[config.mk]
export PLATFORM = sky130hd
export DESIGN_NAME = bios_copier_flat
export DESIGN_NICKNAME = d
export VERILOG_FILES = /design/src/rtl/bios_copier_pkg.sv /design/src/rtl/bios_copier_if.sv /design/src/rtl/bios_copier.sv /design/src/flat_wrapper.sv
export SDC_FILE = /design/constraint.sdc
export NUM_CORES = 1
export LEC_CHECK = 0
export CAP_MARGIN = 20
export CORE_ASPECT_RATIO = 0.5
export CORE_MARGIN = 3
export CORE_UTILIZATION = 41
export DETAILED_ROUTE_END_ITERATION = 8
export GPL_ROUTABILITY_DRIVEN = 0
export PLACE_DENSITY = 0.81
export SYNTH_ARGS = -nofsm -noshare
export SYNTH_HDL_FRONTEND = slang
export SYNTH_SLANG_ARGS = --single-unit
[constraint.sdc]
create_clock -name clk -period 1.56 [get_ports clk]
set_input_delay 0.234 -clock clk [delete_from_list [all_inputs] [get_ports clk]]
set_output_delay 0.234 -clock clk [all_outputs]
set_load 0.1 [all_outputs]
[src/rtl/bios_copier_pkg.sv]
// Shared definitions for the boot RAM copy engine: FSM states, boot RAM
// geometry, main-memory bus widths and the write payload record.
package bios_copier_pkg;

  localparam int unsigned BOOT_RAM_DEPTH = 128;
  localparam int unsigned BOOT_RAM_AW    = 20;
  localparam int unsigned BOOT_RAM_DW    = 48;
  localparam int unsigned IDX_W          = $clog2(BOOT_RAM_DEPTH);
  localparam int unsigned MEM_AW         = 32;
  localparam int unsigned MEM_DW         = 32;

  typedef enum logic [2:0] {
    IDLE,
    ISSUE,
    CAPTURE,
    WRITE,
    DONE
  } state_e;

  // One main-memory write beat, held constant while the request is pending.
  typedef struct packed {
    logic [MEM_AW-1:0] addr;
    logic [MEM_DW-1:0] data;
  } mem_wr_t;

endpackage

[src/rtl/bios_copier_if.sv]
// Main-memory write handshake between the copy engine and the memory.
//   mem_req   : write request (master -> slave)
//   mem_addr  : byte address   (master -> slave)
//   mem_wdata : write data     (master -> slave)
//   mem_ack   : write accepted this cycle (slave -> master)
interface bios_copier_if;
  import bios_copier_pkg::*;

  logic              mem_req;
  logic [MEM_AW-1:0] mem_addr;
  logic [MEM_DW-1:0] mem_wdata;
  logic              mem_ack;

  modport master (output mem_req, output mem_addr, output mem_wdata, input mem_ack);
  modport slave  (input mem_req, input mem_addr, input mem_wdata, output mem_ack);

endinterface

[src/rtl/bios_copier.sv]
// Boot-time copy engine: reads WORDS consecutive words from the boot RAM,
// writes each to main memory at DST_BASE + 4*index, accumulates an XOR
// checksum, and holds the CPU in reset until the first copy completes.
//   clk, rst_n : clock, asynchronous active-low reset
//   start      : single-cycle pulse, honoured in IDLE or DONE only
//   rom_addr   : boot RAM word address (upper bits always zero)
//   rom_we     : boot RAM write enable, constantly 0
//   rom_dout   : boot RAM read data, one cycle after rom_addr; [47:32] unused
//   mem        : main-memory write handshake (master side)
//   busy       : copy in progress (decoded from state)
//   done       : sticky completion flag, cleared by the next start
//   checksum   : XOR of all copied words
//   cpu_rst_n  : CPU reset release, set by the first completed copy
module bios_copier
  import bios_copier_pkg::*;
#(
  parameter int unsigned WORDS    = 128,
  parameter logic [31:0] DST_BASE = 32'h0000_0000
) (
  input  logic                   clk,
  input  logic                   rst_n,
  input  logic                   start,
  output logic [BOOT_RAM_AW-1:0] rom_addr,
  output logic                   rom_we,
  input  logic [BOOT_RAM_DW-1:0] rom_dout,
  bios_copier_if.master          mem,
  output logic                   busy,
  output logic                   done,
  output logic [MEM_DW-1:0]      checksum,
  output logic                   cpu_rst_n
);

  localparam logic [IDX_W-1:0] LAST_IDX = IDX_W'(WORDS - 1);

  state_e            state_q, state_d;
  logic [IDX_W-1:0]  idx_q, idx_d;
  mem_wr_t           wr_q, wr_d;
  logic [MEM_DW-1:0] cs_q, cs_d;
  logic              done_q, done_d;
  logic              cpu_q, cpu_d;

  // Upper read-port bits carry nothing for this engine.
  logic unused_rom_hi;
  assign unused_rom_hi = ^rom_dout[BOOT_RAM_DW-1:MEM_DW];

  // State and datapath registers.
  always_ff @(posedge clk or negedge rst_n) begin
    if (!rst_n) begin
      state_q <= IDLE;
      idx_q   <= '0;
      wr_q    <= '0;
      cs_q    <= '0;
      done_q  <= 1'b0;
      cpu_q   <= 1'b0;
    end else begin
      state_q <= state_d;
      idx_q   <= idx_d;
      wr_q    <= wr_d;
      cs_q    <= cs_d;
      done_q  <= done_d;
      cpu_q   <= cpu_d;
    end
  end

  // Next-state and datapath update.
  always_comb begin
    state_d = state_q;
    idx_d   = idx_q;
    wr_d    = wr_q;
    cs_d    = cs_q;
    done_d  = done_q;
    cpu_d   = cpu_q;
    unique case (state_q)
      IDLE, DONE: begin
        if (start) begin
          idx_d   = '0;
          cs_d    = '0;
          done_d  = 1'b0;
          state_d = ISSUE;
        end
      end
      ISSUE: begin
        state_d = CAPTURE;
      end
      CAPTURE: begin
        wr_d.data = rom_dout[MEM_DW-1:0];
        wr_d.addr = DST_BASE + (MEM_AW'(idx_q) << 2);
        cs_d      = cs_q ^ rom_dout[MEM_DW-1:0];
        state_d   = WRITE;
      end
      WRITE: begin
        if (mem.mem_ack) begin
          if (idx_q == LAST_IDX) begin
            done_d  = 1'b1;
            cpu_d   = 1'b1;
            state_d = DONE;
          end else begin
            idx_d   = idx_q + IDX_W'(1);
            state_d = ISSUE;
          end
        end
      end
      default: begin
        state_d = IDLE;
      end
    endcase
  end

  assign rom_addr      = BOOT_RAM_AW'(idx_q);
  assign rom_we        = 1'b0;
  assign mem.mem_req   = (state_q == WRITE);
  assign mem.mem_addr  = wr_q.addr;
  assign mem.mem_wdata = wr_q.data;
  assign busy          = (state_q == ISSUE) || (state_q == CAPTURE) || (state_q == WRITE);
  assign done          = done_q;
  assign checksum      = cs_q;
  assign cpu_rst_n     = cpu_q;

endmodule
[src/flat_wrapper.sv]
// flat-port wrapper written by rule: the top's interface ports become plain ports
module bios_copier_flat import bios_copier_pkg::*;
#(
  parameter int unsigned WORDS    = 128,
  parameter logic [31:0] DST_BASE = 32'h0000_0000
)
  (clk, rst_n, start, rom_addr, rom_we, rom_dout, busy, done, checksum, cpu_rst_n, mem_mem_req, mem_mem_addr, mem_mem_wdata, mem_mem_ack);
  bios_copier_if mem_i ();
  input  logic clk;
  input  logic rst_n;
  input  logic start;
  output logic [BOOT_RAM_AW-1:0] rom_addr;
  output logic rom_we;
  input  logic [BOOT_RAM_DW-1:0] rom_dout;
  output logic busy;
  output logic done;
  output logic [MEM_DW-1:0] checksum;
  output logic cpu_rst_n;
  output wire logic [$bits(mem_i.mem_req)-1:0] mem_mem_req;
  output wire logic [$bits(mem_i.mem_addr)-1:0] mem_mem_addr;
  output wire logic [$bits(mem_i.mem_wdata)-1:0] mem_mem_wdata;
  input wire logic [$bits(mem_i.mem_ack)-1:0] mem_mem_ack;
  assign mem_mem_req = mem_i.mem_req;
  assign mem_mem_addr = mem_i.mem_addr;
  assign mem_mem_wdata = mem_i.mem_wdata;
  assign mem_i.mem_ack = mem_mem_ack;
  bios_copier #(.WORDS(WORDS), .DST_BASE(DST_BASE)) u_core (.clk(clk), .rst_n(rst_n), .start(start), .rom_addr(rom_addr), .rom_we(rom_we), .rom_dout(rom_dout), .mem(mem_i), .busy(busy), .done(done), .checksum(checksum), .cpu_rst_n(cpu_rst_n));
endmodule
=== Word level (Yosys, flattened, before mapping) ===
Index checks and enable logic that the tools add are counted.

* Add/subtract/negate cells: 1
* Eq/ne operators: 9
* Mux-type cells: 14
* Bitwise operators: 1
* Reductions and logical operators: 11

{| class="wikitable"
|+ Operator list
! operator !! number
|-
| one-hot mux 32 bit (2 select lines) || 1
|-
| 2-to-1 mux 32 bit || 1
|-
| XOR 32 bit || 1
|-
| 2-to-1 mux 7 bit || 3
|-
| one-hot mux 7 bit (2 select lines) || 1
|-
| one-hot mux 3 bit (4 select lines) || 1
|-
| 2-to-1 mux 3 bit || 3
|-
| AND reduction 4 bit || 2
|-
| adder 7 x 1 -> 7 bit, second input constant || 1
|-
| == test 7 bit, second input constant || 1
|-
| == test 3 x 2 -> 1 bit, second input constant || 2
|-
| inequality test 2 x 1 -> 1 bit, second input constant || 2
|-
| inequality test 2 bit, second input constant || 2
|-
| AND reduction 2 bit || 2
|-
| nonzero test 2 bit || 2
|-
| == test 3 x 1 -> 1 bit, second input constant || 1
|-
| == test 3 bit, second input constant || 1
|-
| zero test 3 bit || 1
|-
| 2-to-1 mux 1 bit || 3
|-
| AND reduction 3 bit || 1
|-
| logical OR 1 bit || 2
|-
| one-hot mux 1 bit (2 select lines) || 1
|-
| OR reduction 2 bit || 1
|}

* Flip-flop bits (word level): 83
* Bits of input ports: 52
* Output and inout port bits: 121
* Word-level logic and storage cells: 43

=== Longest topological paths before layout ===
Gate-level depths: netlist of run 1.

* Word-level depth: 4
* Depth in mapped cells: 6
* Mapped depth without buffers: 5

=== Worst setup path after synthesis of run 1 ===
No wires, ideal clock.

* Path kind: reg2reg
* Start: register u_core.state_q[2]
* End: register u_core.idx_q[5]
* Arrival time: 2.313 ns
* Required time: 1.475 ns
* Slack: -0.838 ns
* Cell stages (with the launch flop): 5
* Path buffers: 0
* Period minus slack after synthesis: 2.398 ns
* Cell sequence: dfrtp_1 > nand2b_4 > nor2_1 > o21ai_0 > a31oi_1

{| class="wikitable"
|+ RTL lines
! item !! RTL line !! text
|-
| start, declared || bios_copier.sv:35 || <nowiki>state_e state_q, state_d;</nowiki>
|-
| start signal, assigned || bios_copier.sv:56 || <nowiki>state_q <= state_d;</nowiki>
|-
| == test 3 x 2 -> 1 bit * || - ||
|-
| named net mem_mem_req || flat_wrapper.sv:19 || <nowiki>output wire logic [$bits(mem_i.mem_req)-1:0] mem_mem_req;</nowiki>
|-
| inequality test 2 bit (no line), or another cell as far along || - ||
|-
| AND reduction 4 bit (no line) || - ||
|-
| end signal, assigned || bios_copier.sv:57 || <nowiki>idx_q <= idx_d;</nowiki>
|-
| end, declared || bios_copier.sv:36 || <nowiki>logic [IDX_W-1:0] idx_q, idx_d;</nowiki>
|}

The timed path passes the listed nets; every way through them passes the cells marked *.
A chain may end at the register's enable or synchronous reset.

=== Final worst setup path of run 1 ===
* Start: register u_core.state_q[1]
* End: output port busy

* Word-level cells in the longest chain between the ends: 3

{| class="wikitable"
|+ RTL lines
! item !! RTL line !! text
|-
| == test 3 x 1 -> 1 bit / == test 3 x 2 -> 1 bit (equally long branches) || bios_copier.sv:114 || <nowiki>assign busy = (state_q == ISSUE) || (state_q == CAPTURE) || (state_q == WRITE);</nowiki>
|-
| logical OR 1 bit || bios_copier.sv:114 ||
|-
| logical OR 1 bit * || bios_copier.sv:114 ||
|-
| end, declared || flat_wrapper.sv:15 || <nowiki>output logic busy;</nowiki>
|}

Mark *: on every way between the ends. The rest lies on a longest branch, timed or not.

==> qor.yml, run 1 <==
status: "finished clean"
max_freq_ghz: 0.6609
synthCells: 369
num_rows: 23
gr-total-overflow: 0
hp-class: "in2async"
synth_edf_count: 0
drive_gt1_frac: 0.2585
dp.final_hpwl_mm: 7.143
setup_viol: 0
diodes: 0
grt_pass1_wl_mm: 15.56
reg2reg_depth: 5
drcViolationCount: 0
crit_type: "reg2out"
final_nets: 550
routed_wirelength_mm: 9.586
ioPinCount: 173
syn_area_um2: 3652
cts_tree: "done"
postSynthAreaPerCell_um2: 9.898
timing.final.crit_share: 0.9699
cts_root_buf: "clkbuf_16"
worstPathArrival_ps: 1280
finalCriticalPeriod_ps: 1513
async_reset_ff_frac: 1.000
worst_hold_slack_ps: 385.3
crit_required_ps: 1330
avgRoutedWirePerCell_um: 15.69
area_growth_pct: 64.92
synth_seq_cells: 83
synthFlopType: "dfrtp_1"
clk_pin_slew_worst_paths_ps: 60
die_y_um: 72.74
viasPerCell: 4.753
final-hold-violation-count: 0
ys.warnings.count: 0
yosys.cell_types.count: 28
port_buffers: 117
start_util: 0.4391
seq_area_frac_synth: 0.5687
maxCapViolCount: 0
antenna_found_initial: 0
dieArea_um2: 10150
startpoint: "u_core.state_q[1]"
rsz0062_at_grt: "no"
start_kind: "flop"
final_cell_mix: "nand2_1, buf_12, dfrtp_1"
fillers: 551
grt_start_max_net_pins: 34
grt_use_total: 0.1961
first_pass_iters: 6
layout_commonest_cell: "nand2_1"
grt_pass1_vias: 3001
die-width_um: 139.5
coreArea_um2: 8317
numCtsBuffers: 9
dr_total_vias: 2904
cts_num_sinks: 83
slew_viol_final: 0
ant_nets: 0
clkLatencyLatePin_ps: 330
r2r-start: "u_core.idx_q[1]"
htree_levels: 3
fin_skew_ps: 8.271
end_kind: "output port"
clockBufferDepth: 2
crit_fanout: 4
drtIter0Drc: 188
==> cell type report <==
type / instances / area, um2 / share of cell area
Inverter: 2 / 7.507 / 0.001246
Timing Repair Buffer: 132 / 2155 / 0.3577
Clock inverter: 1 / 5.005 / 0.0008309
Sequential cell: 83 / 2102 / 0.3490
Clock buffer: 12 / 236.5 / 0.03926
Tap cell: 112 / 140.1 / 0.02327
Multi-Input combinational cell: 269 / 1378 / 0.2287
==> cell usage after synthesis (2+ instances only) <==
library cell	n	area [um2]
inv_1	2	7.510
nand3_1	6	30.03
and3_2	2	15.01
nand2_1	157	589.3
buf_4	44	330.3
buf_2	7	35.03
nor3_1	2	10.01
o21ai_0	4	20.02
buf_6	2	22.52
a31oi_1	4	25.02
mux2i_1	32	320.3
nor2_1	6	22.52
a21oi_1	4	20.02
dfrtp_1	83	2077
==> critical path, stage by stage, from the launching register on <==
cell	delay, ps
dfrtp_1	440
nor2_2	70
buf_4	160
nor2_4	100
buf_12	180
==> registers in the layout, summed over array words and instances, names as in the netlist <==
| signal | count |
|---|---|
| u_core.cpu_rst_n | 1 |
| u_core.mem.mem_addr | 7 |
| u_core.idx_q | 7 |
| u_core.state_q | 3 |
| u_core.mem.mem_wdata | 32 |
| u_core.checksum | 32 |
| u_core.done | 1 |
==> worst paths after layout <==
check / endpoint / slack, ps
max in group asynchronous: u_core.checksum[18] / 660
hold reg to reg: u_core.state_q[1] / 520
hold / removal: u_core.mem.mem_wdata[1] / 390
setup reg to reg: u_core.idx_q[3] / 110
setup / recovery: busy / 50
min in group clk: u_core.mem.mem_wdata[1] / 470
==> layer usage <==
| metal | share of wire | up-vias | GRT usage |
|---|---|---|---|
| li1 | - | 1360 | - |
| met1 | 0.38 | 1402 | 0.2286 |
| met2 | 0.52 | 115 | 0.3433 |
| met3 | 0.070 | 27 | 0.05890 |
| met4 | 0.029 | 0 | 0.08568 |
| met5 | 0 | - | 0 |
==> metrics by stage <==
stage / setup slack (ps) / TNS (ps) / util / area (um2) / std cells
CTS: 3.090 / 0 / 0.7206 / 5993 / 609
finish: 47.01 / 0 / 0.7242 / 6023 / 611
detailed placement: -73.30 / -185.2 / 0.6899 / 5738 / 595
global placement: 42.87 / 0 / 0.6899 / 5738 / 595
global route: 1.347 / 0 / 0.7242 / 6023 / 611
floorplan: 3.484 / 0 / - / 3854 / 407
==> kinds of logic (layout without fill, tap and decap cells) <==
logic type / after synthesis / count (layout) / share of synthesized area
simple gates: 180 / 180 / 0.1990
buf+inv: 55 / 147 / 0.1083
mux: 32 / 32 / 0.08770
flops: 83 / 83 / 0.5687
compound gates: 17 / 17 / 0.03186
fa+ha+maj: 1 / 1 / 0.003425
other cells: 1 / 39 / 0.001027
==> what timing repair did <==
| item | 4_1_cts | 5_1_grt |
|---|---|---|
| setup endpoints to repair | 1 | 3 |
| gates cloned | 0 | 0 |
| resized for setup | 2 | 3 |
| setup buffers | 0 | 2 |
| hold buffers | 1 | 0 |
| endpoints found under the hold margin | 31 | 0 |
Power of run 1 is not shown: default switching activity piles up to over one toggle a cycle in this logic, so the estimate is an artifact.
==> run 2: changes to the inputs <==
--- a/config.mk
+++ b/config.mk
@@ -10,7 +10,6 @@
 export CORE_MARGIN = 3
 export CORE_UTILIZATION = 41
 export DETAILED_ROUTE_END_ITERATION = 8
-export GPL_ROUTABILITY_DRIVEN = 0
 export PLACE_DENSITY = 0.81
 export SYNTH_ARGS = -nofsm -noshare
 export SYNTH_HDL_FRONTEND = slang
==> results of run 2 <==
Final layout, timing and power as in run 1 (identical DEF).
Power of run 2 is left out for the same reason.
